<file path="src/rtl/kmap_sweep_ctrl.sv">
// kmap_sweep_ctrl: drives all 16 {a,b,c,d} vectors into a K-map block, captures dout and counts mismatches.
// Latency: done pulses 17 cycles after start acceptance (+RAND_CYCLES when KMAP_SWEEP_RANDOM_EN is defined).
// Backpressure: none; start is only honoured in IDLE and ignored while busy or done.
module kmap_sweep_ctrl #(
    parameter int unsigned RAND_CYCLES = 32,
    parameter logic [15:0] LFSR_SEED   = 16'hACE1
) (
    input  logic        clk,
    input  logic        resetn,
    input  logic        start,
    input  logic [15:0] exp_mask,
    input  logic        dout,
    output logic        a,
    output logic        b,
    output logic        c,
    output logic        d,
    output logic        busy,
    output logic        done,
    output logic        pass,
    output logic [15:0] truth_table,
    output logic [7:0]  err_count,
    output logic [3:0]  first_err_idx,
    output logic        first_err_valid
);

    if (RAND_CYCLES < 1 || RAND_CYCLES > 255) begin : g_bad_rand_cycles
        $error("RAND_CYCLES must be in 1..255");
    end
    if (LFSR_SEED == 16'h0000) begin : g_bad_seed
        $error("LFSR_SEED must be non-zero");
    end

    typedef enum logic [1:0] {
        S_IDLE  = 2'd0,
        S_SWEEP = 2'd1,
        S_RAND  = 2'd2,
        S_DONE  = 2'd3
    } state_t;

    state_t      state_q;
    logic [3:0]  vec_q;
    logic [15:0] exp_q;
    logic [15:0] tt_q;
    logic [7:0]  err_q;
    logic [3:0]  fidx_q;
    logic        fvld_q;
    logic        pass_q;
    logic        busy_q;
    logic        done_q;

    logic        mism;
    logic [7:0]  err_nxt;

    // dout is combinational from the vector currently on a..d, so compare against that index.
    assign mism    = (dout != exp_q[vec_q]);
    assign err_nxt = (mism && (err_q != 8'hFF)) ? err_q + 8'd1 : err_q;

`ifdef KMAP_SWEEP_RANDOM_EN
    logic [15:0] lfsr_q;
    logic [15:0] lfsr_nxt;
    logic [7:0]  rcnt_q;

    assign lfsr_nxt = lfsr_q[0] ? ((lfsr_q >> 1) ^ 16'hB400) : (lfsr_q >> 1);
`endif

    always_ff @(posedge clk) begin
        if (!resetn) begin
            state_q <= S_IDLE;
            vec_q   <= 4'd0;
            exp_q   <= 16'h0000;
            tt_q    <= 16'h0000;
            err_q   <= 8'd0;
            fidx_q  <= 4'd0;
            fvld_q  <= 1'b0;
            pass_q  <= 1'b0;
            busy_q  <= 1'b0;
            done_q  <= 1'b0;
`ifdef KMAP_SWEEP_RANDOM_EN
            lfsr_q  <= LFSR_SEED;
            rcnt_q  <= 8'd0;
`endif
        end else begin
            case (state_q)
                S_IDLE: begin
                    if (start) begin
                        exp_q   <= exp_mask;
                        tt_q    <= 16'h0000;
                        err_q   <= 8'd0;
                        fidx_q  <= 4'd0;
                        fvld_q  <= 1'b0;
                        pass_q  <= 1'b0;
                        vec_q   <= 4'd0;
                        busy_q  <= 1'b1;
                        state_q <= S_SWEEP;
`ifdef KMAP_SWEEP_RANDOM_EN
                        lfsr_q  <= LFSR_SEED;
`endif
                    end
                end

                S_SWEEP: begin
                    tt_q[vec_q] <= dout;
                    err_q       <= err_nxt;
                    if (mism && !fvld_q) begin
                        fidx_q <= vec_q;
                        fvld_q <= 1'b1;
                    end
                    if (vec_q == 4'd15) begin
`ifdef KMAP_SWEEP_RANDOM_EN
                        // LFSR holds the seed through the sweep; its low nibble is the first random vector.
                        vec_q   <= lfsr_q[3:0];
                        rcnt_q  <= 8'd0;
                        state_q <= S_RAND;
`else
                        vec_q   <= 4'd0;
                        busy_q  <= 1'b0;
                        done_q  <= 1'b1;
                        pass_q  <= (err_nxt == 8'd0);
                        state_q <= S_DONE;
`endif
                    end else begin
                        vec_q <= vec_q + 4'd1;
                    end
                end

`ifdef KMAP_SWEEP_RANDOM_EN
                S_RAND: begin
                    err_q  <= err_nxt;
                    if (mism && !fvld_q) begin
                        fidx_q <= vec_q;
                        fvld_q <= 1'b1;
                    end
                    lfsr_q <= lfsr_nxt;
                    rcnt_q <= rcnt_q + 8'd1;
                    if (rcnt_q == 8'(RAND_CYCLES - 1)) begin
                        vec_q   <= 4'd0;
                        busy_q  <= 1'b0;
                        done_q  <= 1'b1;
                        pass_q  <= (err_nxt == 8'd0);
                        state_q <= S_DONE;
                    end else begin
                        vec_q <= lfsr_nxt[3:0];
                    end
                end
`endif

                S_DONE: begin
                    done_q  <= 1'b0;
                    state_q <= S_IDLE;
                end

                default: begin
                    vec_q   <= 4'd0;
                    busy_q  <= 1'b0;
                    done_q  <= 1'b0;
                    state_q <= S_IDLE;
                end
            endcase
        end
    end

    assign {a, b, c, d}    = vec_q;
    assign busy            = busy_q;
    assign done            = done_q;
    assign pass            = pass_q;
    assign truth_table     = tt_q;
    assign err_count       = err_q;
    assign first_err_idx   = fidx_q;
    assign first_err_valid = fvld_q;

endmodule

</file>
<file path="config.mk">
export PLATFORM = sky130hd
export DESIGN_NAME = kmap_sweep_ctrl
export DESIGN_NICKNAME = d
export VERILOG_FILES = /design/src/rtl/kmap_sweep_ctrl.sv
export SDC_FILE = /design/constraint.sdc
export NUM_CORES = 1
export LEC_CHECK = 0
export CAP_MARGIN = 20
export CORE_MARGIN = 5
export CORE_UTILIZATION = 51
export DETAILED_ROUTE_END_ITERATION = 12
export HOLD_SLACK_MARGIN = 0.08
export PLACE_DENSITY_LB_ADDON = 0.1
export SKIP_LAST_GASP = 1
export SLEW_MARGIN = 10
export SYNTH_ARGS = -nofsm -noshare
export SYNTH_HDL_FRONTEND = slang
export SYNTH_SLANG_ARGS = --single-unit
</file>
<file path="constraint.sdc">
create_clock -name clk -period 3 [get_ports clk]
set_input_delay 0.6 -clock clk [delete_from_list [all_inputs] [get_ports clk]]
set_output_delay 0.6 -clock clk [all_outputs]
set_load 0.005 [all_outputs]
</file>
### Word level (Yosys, flattened, before mapping)

Index checks and enable logic that the tools add are counted.

| word-level totals | value |
|---|---|
| logic and storage cells | 67 |
| output and inout bits | 36 |
| input port bits | 20 |
| register bits after elaboration | 54 |

| cells by class | value |
|---|---|
| add/sub/neg operators | 2 |
| mux-type cells | 28 |
| magnitude comparators | 2 |
| reduce and logical (&&, ||, !) cells | 15 |
| equal/unequal tests | 8 |
| bitwise operators | 2 |

Operators by type and width:

| cell | count |
|---|---|
| $pmux W16 S2 | 1 |
| $bwmux W16 | 1 |
| $mux W16 | 1 |
| $mux W8 | 2 |
| $pmux W8 S2 | 1 |
| $mux W4 | 3 |
| $pmux W4 S3 | 1 |
| $reduce_and A2 Y1 | 5 |
| $reduce_and A3 Y1 | 3 |
| $add A8 B1 Y8 const B | 1 |
| $logic_not A8 Y1 | 1 |
| $mux W1 | 8 |
| $ne A8 B8 Y1 const B | 1 |
| $pmux W4 S2 | 1 |
| $ne A2 B2 Y1 const B | 3 |
| $pmux W1 S2 | 3 |
| $lt A4 B5 Y1 const B | 1 |
| $add A4 B1 Y4 const B | 1 |
| $bmux W1 S4 | 1 |
| $demux W1 S4 | 1 |
| $eq A4 B4 Y1 const B | 1 |
| $ge A4 B1 Y1 const B | 1 |
| $mux W2 | 2 |
| $pmux W2 S2 | 1 |
| other kinds (9) | 12 |

### Depth between registers and ports, before layout

| depth | value |
|---|---|
| depth after elaboration | 8 |
| mapped depth | 8 |
| depth with buffers taken out | 6 |

### Worst setup path after synthesis

No wires, ideal clock.

| timing | value |
|---|---|
| path kind | reg-to-reg |
| start | reg vec_q[3] |
| end | reg err_q[2] (netlist: err_count[2]) |
| buffers on the path | 2 |
| cell stages (with the launch flop) | 9 |
| slack | 0.707 ns |
| library setup time | 0.091 ns |
| arrival | 2.202 ns |
| data required time | 2.909 ns |
| period minus slack after synthesis | 2.293 ns |
| path through | dfxtp_1 > buf_6 > mux2i_1 > mux4_2 > mux2_4 > and3_1 > buf_6 > a21o_1 > a311oi_1 |

| on the way | value |
|---|---|
| longest elaborated chain between the ends | 6 |

Ends and longest elaborated chain:

| item | line | RTL |
|---|---|---|
| start: declaration | 41 | `logic [3:0] vec_q;` |
| start signal: assignment | 122 | `vec_q <= vec_q + 4'd1;` |
| $bmux W1 S4 | 55 | `assign mism = (dout != exp_q[vec_q]);` |
| $mux W1 (implied by the code) | 55 |  |
| $ne A1 B1 Y1 | 55 |  |
| $logic_and A1 B1 Y1 | 56 | `assign err_nxt = (mism && (err_q != 8'hFF)) ? err_q + 8'd1 : err_q;` |
| $mux W8 | 56 |  |
| $pmux W8 S2 | 83 | `case (state_q)` |
| end signal: assignment | 103 | `err_q <= err_nxt;` |
| end: declaration | 44 | `logic [7:0] err_q;` |

Every way passes these cells. The select of a mux whose other input is x is not followed.
A chain may end at the register's enable or synchronous reset.

### Final worst setup path

| timing | value |
|---|---|
| start | reg vec_q[3] |
| end | reg err_q[5] (netlist: err_count[5]) |

The elaborated chain is that of the path after synthesis.

==> out/qor.yml <==
status: "completed"
drc: 0
core_area_um2: 5070
cpPeakStageDelay_ps: 680
clock-root-buffer: "clkbuf_8"
yosys_register_bits: 54
fin_crit_ps: 2600
yosysWarnings: 0
synth-adder-area-share_pct: 2.37
drt_iter0_markers: 190
grt_pass1_wl_mm: 10.8
ys_seq_area_share_pct: 41.0
hold_viol: 0
avgSynthCellArea_um2: 8.27
syn_inst: 319
num_vias: 2448
peakVddDrop_v: 0.000266
crit_slowest_cell: "dfxtp_1"
synth_area_um2: 2640
critPathMaxFanout: 11
grt_usage_pct: 20.6
cts_made_buffers: 5
ant_nets: 0
slew_violations: 0
cts.repair.resized: 0
setup_viol: 0
firstDrtPassIters: 4
clock_latency_ps: 310
crit_chain: "mux2i_1 -> mux4_2 -> mux2i_4 -> and3_1 -> a21oi_1 -> o311a_1"
viasPerCell: 5.65
post-route-util_pct: 65.2
clk_path_buf_depth: 2
diodes: 0
r2r_end: "err_count[5]$_SDFFE_PN0P_"
synth_largest_area_cell: "dfxtp_1"
h-tree-depth: 2
clkSinkCount: 54
synthArstFlopShare_pct: 0
final_nets: 387
synth-edff-count: 0
r2r-start: "vec_q[3]$_SDFFE_PN0P_"
period_share_pct: 86.7
gp_congestion: 0.833
yosysTopAreaCellShare_pct: 41.0
grt_max_degree: 52
finClkSkew_ps: 6.99
synth_common_cells: "54 x dfxtp_1, 50 x nand2_1, 46 x a21oi_1"
synth_area_leaders: "dfxtp_1 41%, a21oi_1 8.7%, nand2_1 7.1%, nand4_1 4.7%, mux2i_1 4.2%"
dieArea_um2: 6710
total_power_w: 0.00137
area_delta_synth_final_pct: 25.5
post_cts_buffers: 0
postSynthNetCount: 344
synth_compound_area_share_pct: 21.0
leakagePower_nw: 1.13
synth_flop_cell: "dfxtp_1"
crit_arrival_ps: 2810
hpwl_mm: 4.59
holdWs_ps: 459
cts_hold_buf: 0
num_rows: 26
hp-class: "flop to flop"
rsz0062_at_grt: "no"
yosys.area_share.simple_pct: 22.4
grt_pass1_vias: 2243
io_buffers: 55
muxShareOfSynthArea_pct: 7.31
hold_end: "exp_q[12]$_SDFFE_PN0P_"
synthDistinctLibCells: 39
grt_overflow: 0
r2r_cells: 6
antenna_found_initial: 0
critPathKind: "flop to flop"
worst_slew_pin_slew_ps: 749
fin_ws_ps: 399
io_pins: 56
synth_top_family_by_area: "simple AND/OR/NAND/NOR gates"
synth_most_common_cell: "dfxtp_1"
clk_pin_slew_ps: 90
worstSetupEndpointType: "flop"
hold_depth: 2
maxCapViolations: 0
slew-limit-headroom_pct: 50.0
max_freq_mhz: 385
cp.required_ps: 3210
final.setup.tns_ps: 0
rrSetupSlack_ps: 400
cts_tree: "built"
totalWireLength_mm: 6.42
power.density_nw_per_um2: 413
die-height_um: 81.9
wire_per_inst_um: 14.8
drive_gt1_share_pct: 6.34
start_util_pct: 52.0
die_x_um: 81.9
hp-start: "exp_q[12]$_SDFFE_PN0P_"
cp-start-kind: "flop"
synth-xor-area-share_pct: 0.664
place_ws_ps: 438
==> layout by cell type (no fill, tap or decap), types with 3 or more instances in the layout <==
master | synthesis | final
o21ai_0 | 5 | 5
clkdlybuf4s50_1 | 0 | 55
nand2_1 | 50 | 50
o311ai_0 | 4 | 4
a21oi_1 | 46 | 46
buf_4 | 0 | 7
o211ai_1 | 12 | 12
clkbuf_8 | 0 | 6
nor3_1 | 3 | 3
nor2b_1 | 4 | 4
mux2i_1 | 11 | 11
inv_1 | 6 | 6
ha_1 | 5 | 5
a31oi_1 | 5 | 5
dfxtp_1 | 54 | 54
nor2_1 | 14 | 14
nand2b_1 | 3 | 3
nand3_1 | 13 | 13
and3_1 | 6 | 6
a311oi_1 | 5 | 5
a21o_1 | 4 | 4
nand4_1 | 20 | 20
==> where the power goes <==
group / leakage (nW) / internal, W / switching [W] / total [W]
clock: 0.0472 / 0.000186 / 0.000235 / 0.000421
combinational: 0.644 / 0.0000831 / 0.000104 / 0.000187
sequential: 0.439 / 0.000737 / 0.0000229 / 0.000760
==> logic make-up (layout without fill, tap and decap cells) <==
kind of cell / Yosys count / count (layout)
AO/OA/AOI/OAI: 89 / 89
XOR/XNOR: 2 / 2
adder cells (fa/ha/maj): 5 / 5
buffers and inverters: 33 / 77
flip-flops: 54 / 54
multiplexers: 15 / 15
AND/OR/NAND/NOR: 121 / 121
==> flip-flops by register name, summed over array words and instances (netlist names) <==
signal / flops
first_err_valid: 1
pass: 1
done: 1
state_q: 2
first_err_idx: 4
truth_table: 16
busy: 1
err_count: 8
vec_q: 4
exp_q: 16
==> how the worst max path moves through the flow <==
| stage | slack [ps] | end | from |
|---|---|---|---|
| after floorplan | 710 | err_count[2]$_SDFFE_PN0P_ | vec_q[3]$_SDFFE_PN0P_ |
| after global placement | 530 | err_count[5]$_SDFFE_PN0P_ | vec_q[3]$_SDFFE_PN0P_ |
| after detailed placement | 440 | err_count[5]$_SDFFE_PN0P_ | vec_q[3]$_SDFFE_PN0P_ |
| after global routing | 210 | err_count[3]$_SDFFE_PN0P_ | vec_q[3]$_SDFFE_PN0P_ |
| after CTS | 440 | err_count[5]$_SDFFE_PN0P_ | vec_q[3]$_SDFFE_PN0P_ |
| final | 400 | err_count[5]$_SDFFE_PN0P_ | vec_q[3]$_SDFFE_PN0P_ |
==> routing by layer <==
metal	track usage [%]	routed length [µm]	share of wire (%)	vias up
li1	-	-	-	1247
met1	28.3	2940	46	1114
met2	32.5	3000	47	77
met3	4.28	397	6.2	10
met4	5.81	88	1.4	0
met5	0	0	0	-
==> metrics by stage <==
step / cells / cell area (µm²)
after global routing: 433 / 3310
final: 433 / 3310
after CTS: 433 / 3310
after detailed placement: 425 / 3220
after global placement: 425 / 3220
after floorplan: 319 / 2640
==> final cells by class <==
class / instances / area, µm²
clock buffer: 6 / 82.6
clock inverter: 2 / 12.5
fill: 464 / 1760
inverter: 7 / 26.3
multi-input combinational: 232 / 1420
sequential: 54 / 1080
tap: 70 / 87.6
timing repair buffer: 62 / 603
==> worst max-delay path: cells and delay by family, from the launching register on <==
family	cells	cell delay, ps
compound gates	2	400
flops	1	680
mux	3	990
simple gates	1	420
No activity file was read; power rests on OpenSTA's default activity.
==> RTL edit: new RTL, same flow settings <==
Make the reset (`resetn`) asynchronous in one clocked block.
--- a/src/rtl/kmap_sweep_ctrl.sv
+++ b/src/rtl/kmap_sweep_ctrl.sv
@@ -64,5 +64,5 @@
 `endif
 
-    always_ff @(posedge clk) begin
+    always_ff @(posedge clk or negedge resetn) begin
         if (!resetn) begin
             state_q <= S_IDLE;
Check against the original RTL: differs if resetn is asserted again (counterexample within 4 cycles, from zero or initial values and one cycle with resetn low); with resetn held inactive, the same outputs for 10 cycles.
==> RTL edit against the unedited design <==
- wire length fell by 2.4%
- critical endpoint is now first_err_idx[1]
- largest cell class is now flip-flops and latches
- non-clock buffer count did not move
- sequential cell count did not move
- hold slack got worse by 61 ps
- cell area rose by 3.4%
- synthesized cell count fell by 15%
- synthesized area rose by 4.2%
- maximum frequency fell by 4.9%
- die area rose by 3.7%
- setup slack got worse by 130 ps
Power is not compared: it rests on default switching activity, and its combinational part moved more than twofold at a synthesized area within 25%.
==> RTL edit: results (changes against the unedited design) <==
** Global route
- Met1 capacity usage during global routing :: 24.6% (-3.6 points)
- Global-route wire length before repair :: 10900 um (+0.52%)
- Vias in the first global route :: 2207 (-1.6%)
- The met2 track utilization from global routing is 31.5% (-0.98 points).
- Total global-route track usage :: 19.1% (-1.5 points)

** Final layout
- Non-clock buffer share :: 17.5% (-0.75 points)
- Comb_multi_in :: 191 (-18%)
- Final non-filler cell total :: 390 (-9.9%)
- Fill cell count :: 419 (-9.7%)
- Share of final-layout standard cells stronger than drive strength 1 :: 12.8% (+6.5 points)
- The inverter count of the layout excluding clock inverters came to 5 (-2).
- Final layout net count :: 344 (-11%)
- The area of the multi-input gates was 1280 sq um (-9.8%).
- Storage element area :: 1350 sq um (+25%)

** Routing
- Wire length reported by the detailed router :: 6270 um (-2.4%)
- Drt via density :: 5.78 (+2.2%)
- Initial DRT Pass Iterations :: 5 (+1)
- Uppermost signal routing layer after detailed routing :: met4
- Met3 layer wire length in the routed design :: 388 um (-2.3%)
- Met2 wire len :: 2970 um (-0.97%)

** Setup path
- The critical path's largest stage delay was 630 ps (-50 ps).
- The worst register-to-register path ends at first_err_idx[1].
- Minimum setup slack among reg-to-reg paths :: 270 ps (-130 ps)
- Worst setup startpoint :: vec_q[1]
- Slowest-stage cell, CP :: sky130_fd_sc_hd__dfrtp_1
- Arrival time worst endpoint :: 2930 ps (+120 ps)

** Logic synthesis
- In the synthesized netlist, the cells that appear most often are sky130_fd_sc_hd__dfrtp_1 (54), sky130_fd_sc_hd__nand2_1 (41), sky130_fd_sc_hd__nand3_1 (20), sky130_fd_sc_hd__clkbuf_1 (17), sky130_fd_sc_hd__mux2_2 (17).
- Main synth FF type :: sky130_fd_sc_hd__dfrtp_1
- Share of the yosys chip area belonging to registers :: 49.2% (+8.2 points)
- Async SR Flop Fraction :: 100% (+100 points)
- Net count after synthesis :: 297 (-14%)

** Place
- Number of placed cells counting well taps :: 382 (-10%)
- The global placement routability congestion came to 0.800 (-4.0%).
- Number of port buffers :: 55 (unchanged)
- HPWL after detailed placement :: 4470 um (-2.7%)
- Placed cell areas :: 3330 sq um (+3.7%)

** Die
- Die span in x :: 83.4 um (+1.8%)

** Status
- The run finished with clean final reports.

** STA
- The final-layout worst hold slack came to 398 ps (-60.8 ps).

** Min path
- The min-delay analysis places its worst path in the category in -> async.
==> RTL edit: cell count changes after synthesis, moves of 9 or more <==
cell                      unedited run  this run
sky130_fd_sc_hd__dfrtp_1             0        54
sky130_fd_sc_hd__a21oi_1            46         8
sky130_fd_sc_hd__dfxtp_1            54         0
sky130_fd_sc_hd__mux2_2              0        17
sky130_fd_sc_hd__nand2_1            50        41
sky130_fd_sc_hd__o21ai_0             5        16
sky130_fd_sc_hd__mux2i_1            11         0
==> RTL edit: cell families after synthesis <==
group,synth area share [%]
adders and majority gates,2.28
and+or+nand+nor,17.6
xor gates and xnor gates,0.956
muxes,11.6
buffers and inverters,4.28
DFF,49.2
AOI/OAI and AO/OA,14.1
==> RTL edit: power breakdown <==
group / total [mW] / internal (mW) / switching (mW) / leakage [nW]
clock: 0.408 / 0.165 / 0.244 / 0.0441
combinational: 1.62 / 0.885 / 0.736 / 0.745
sequential: 1.33 / 1.03 / 0.299 / 0.681
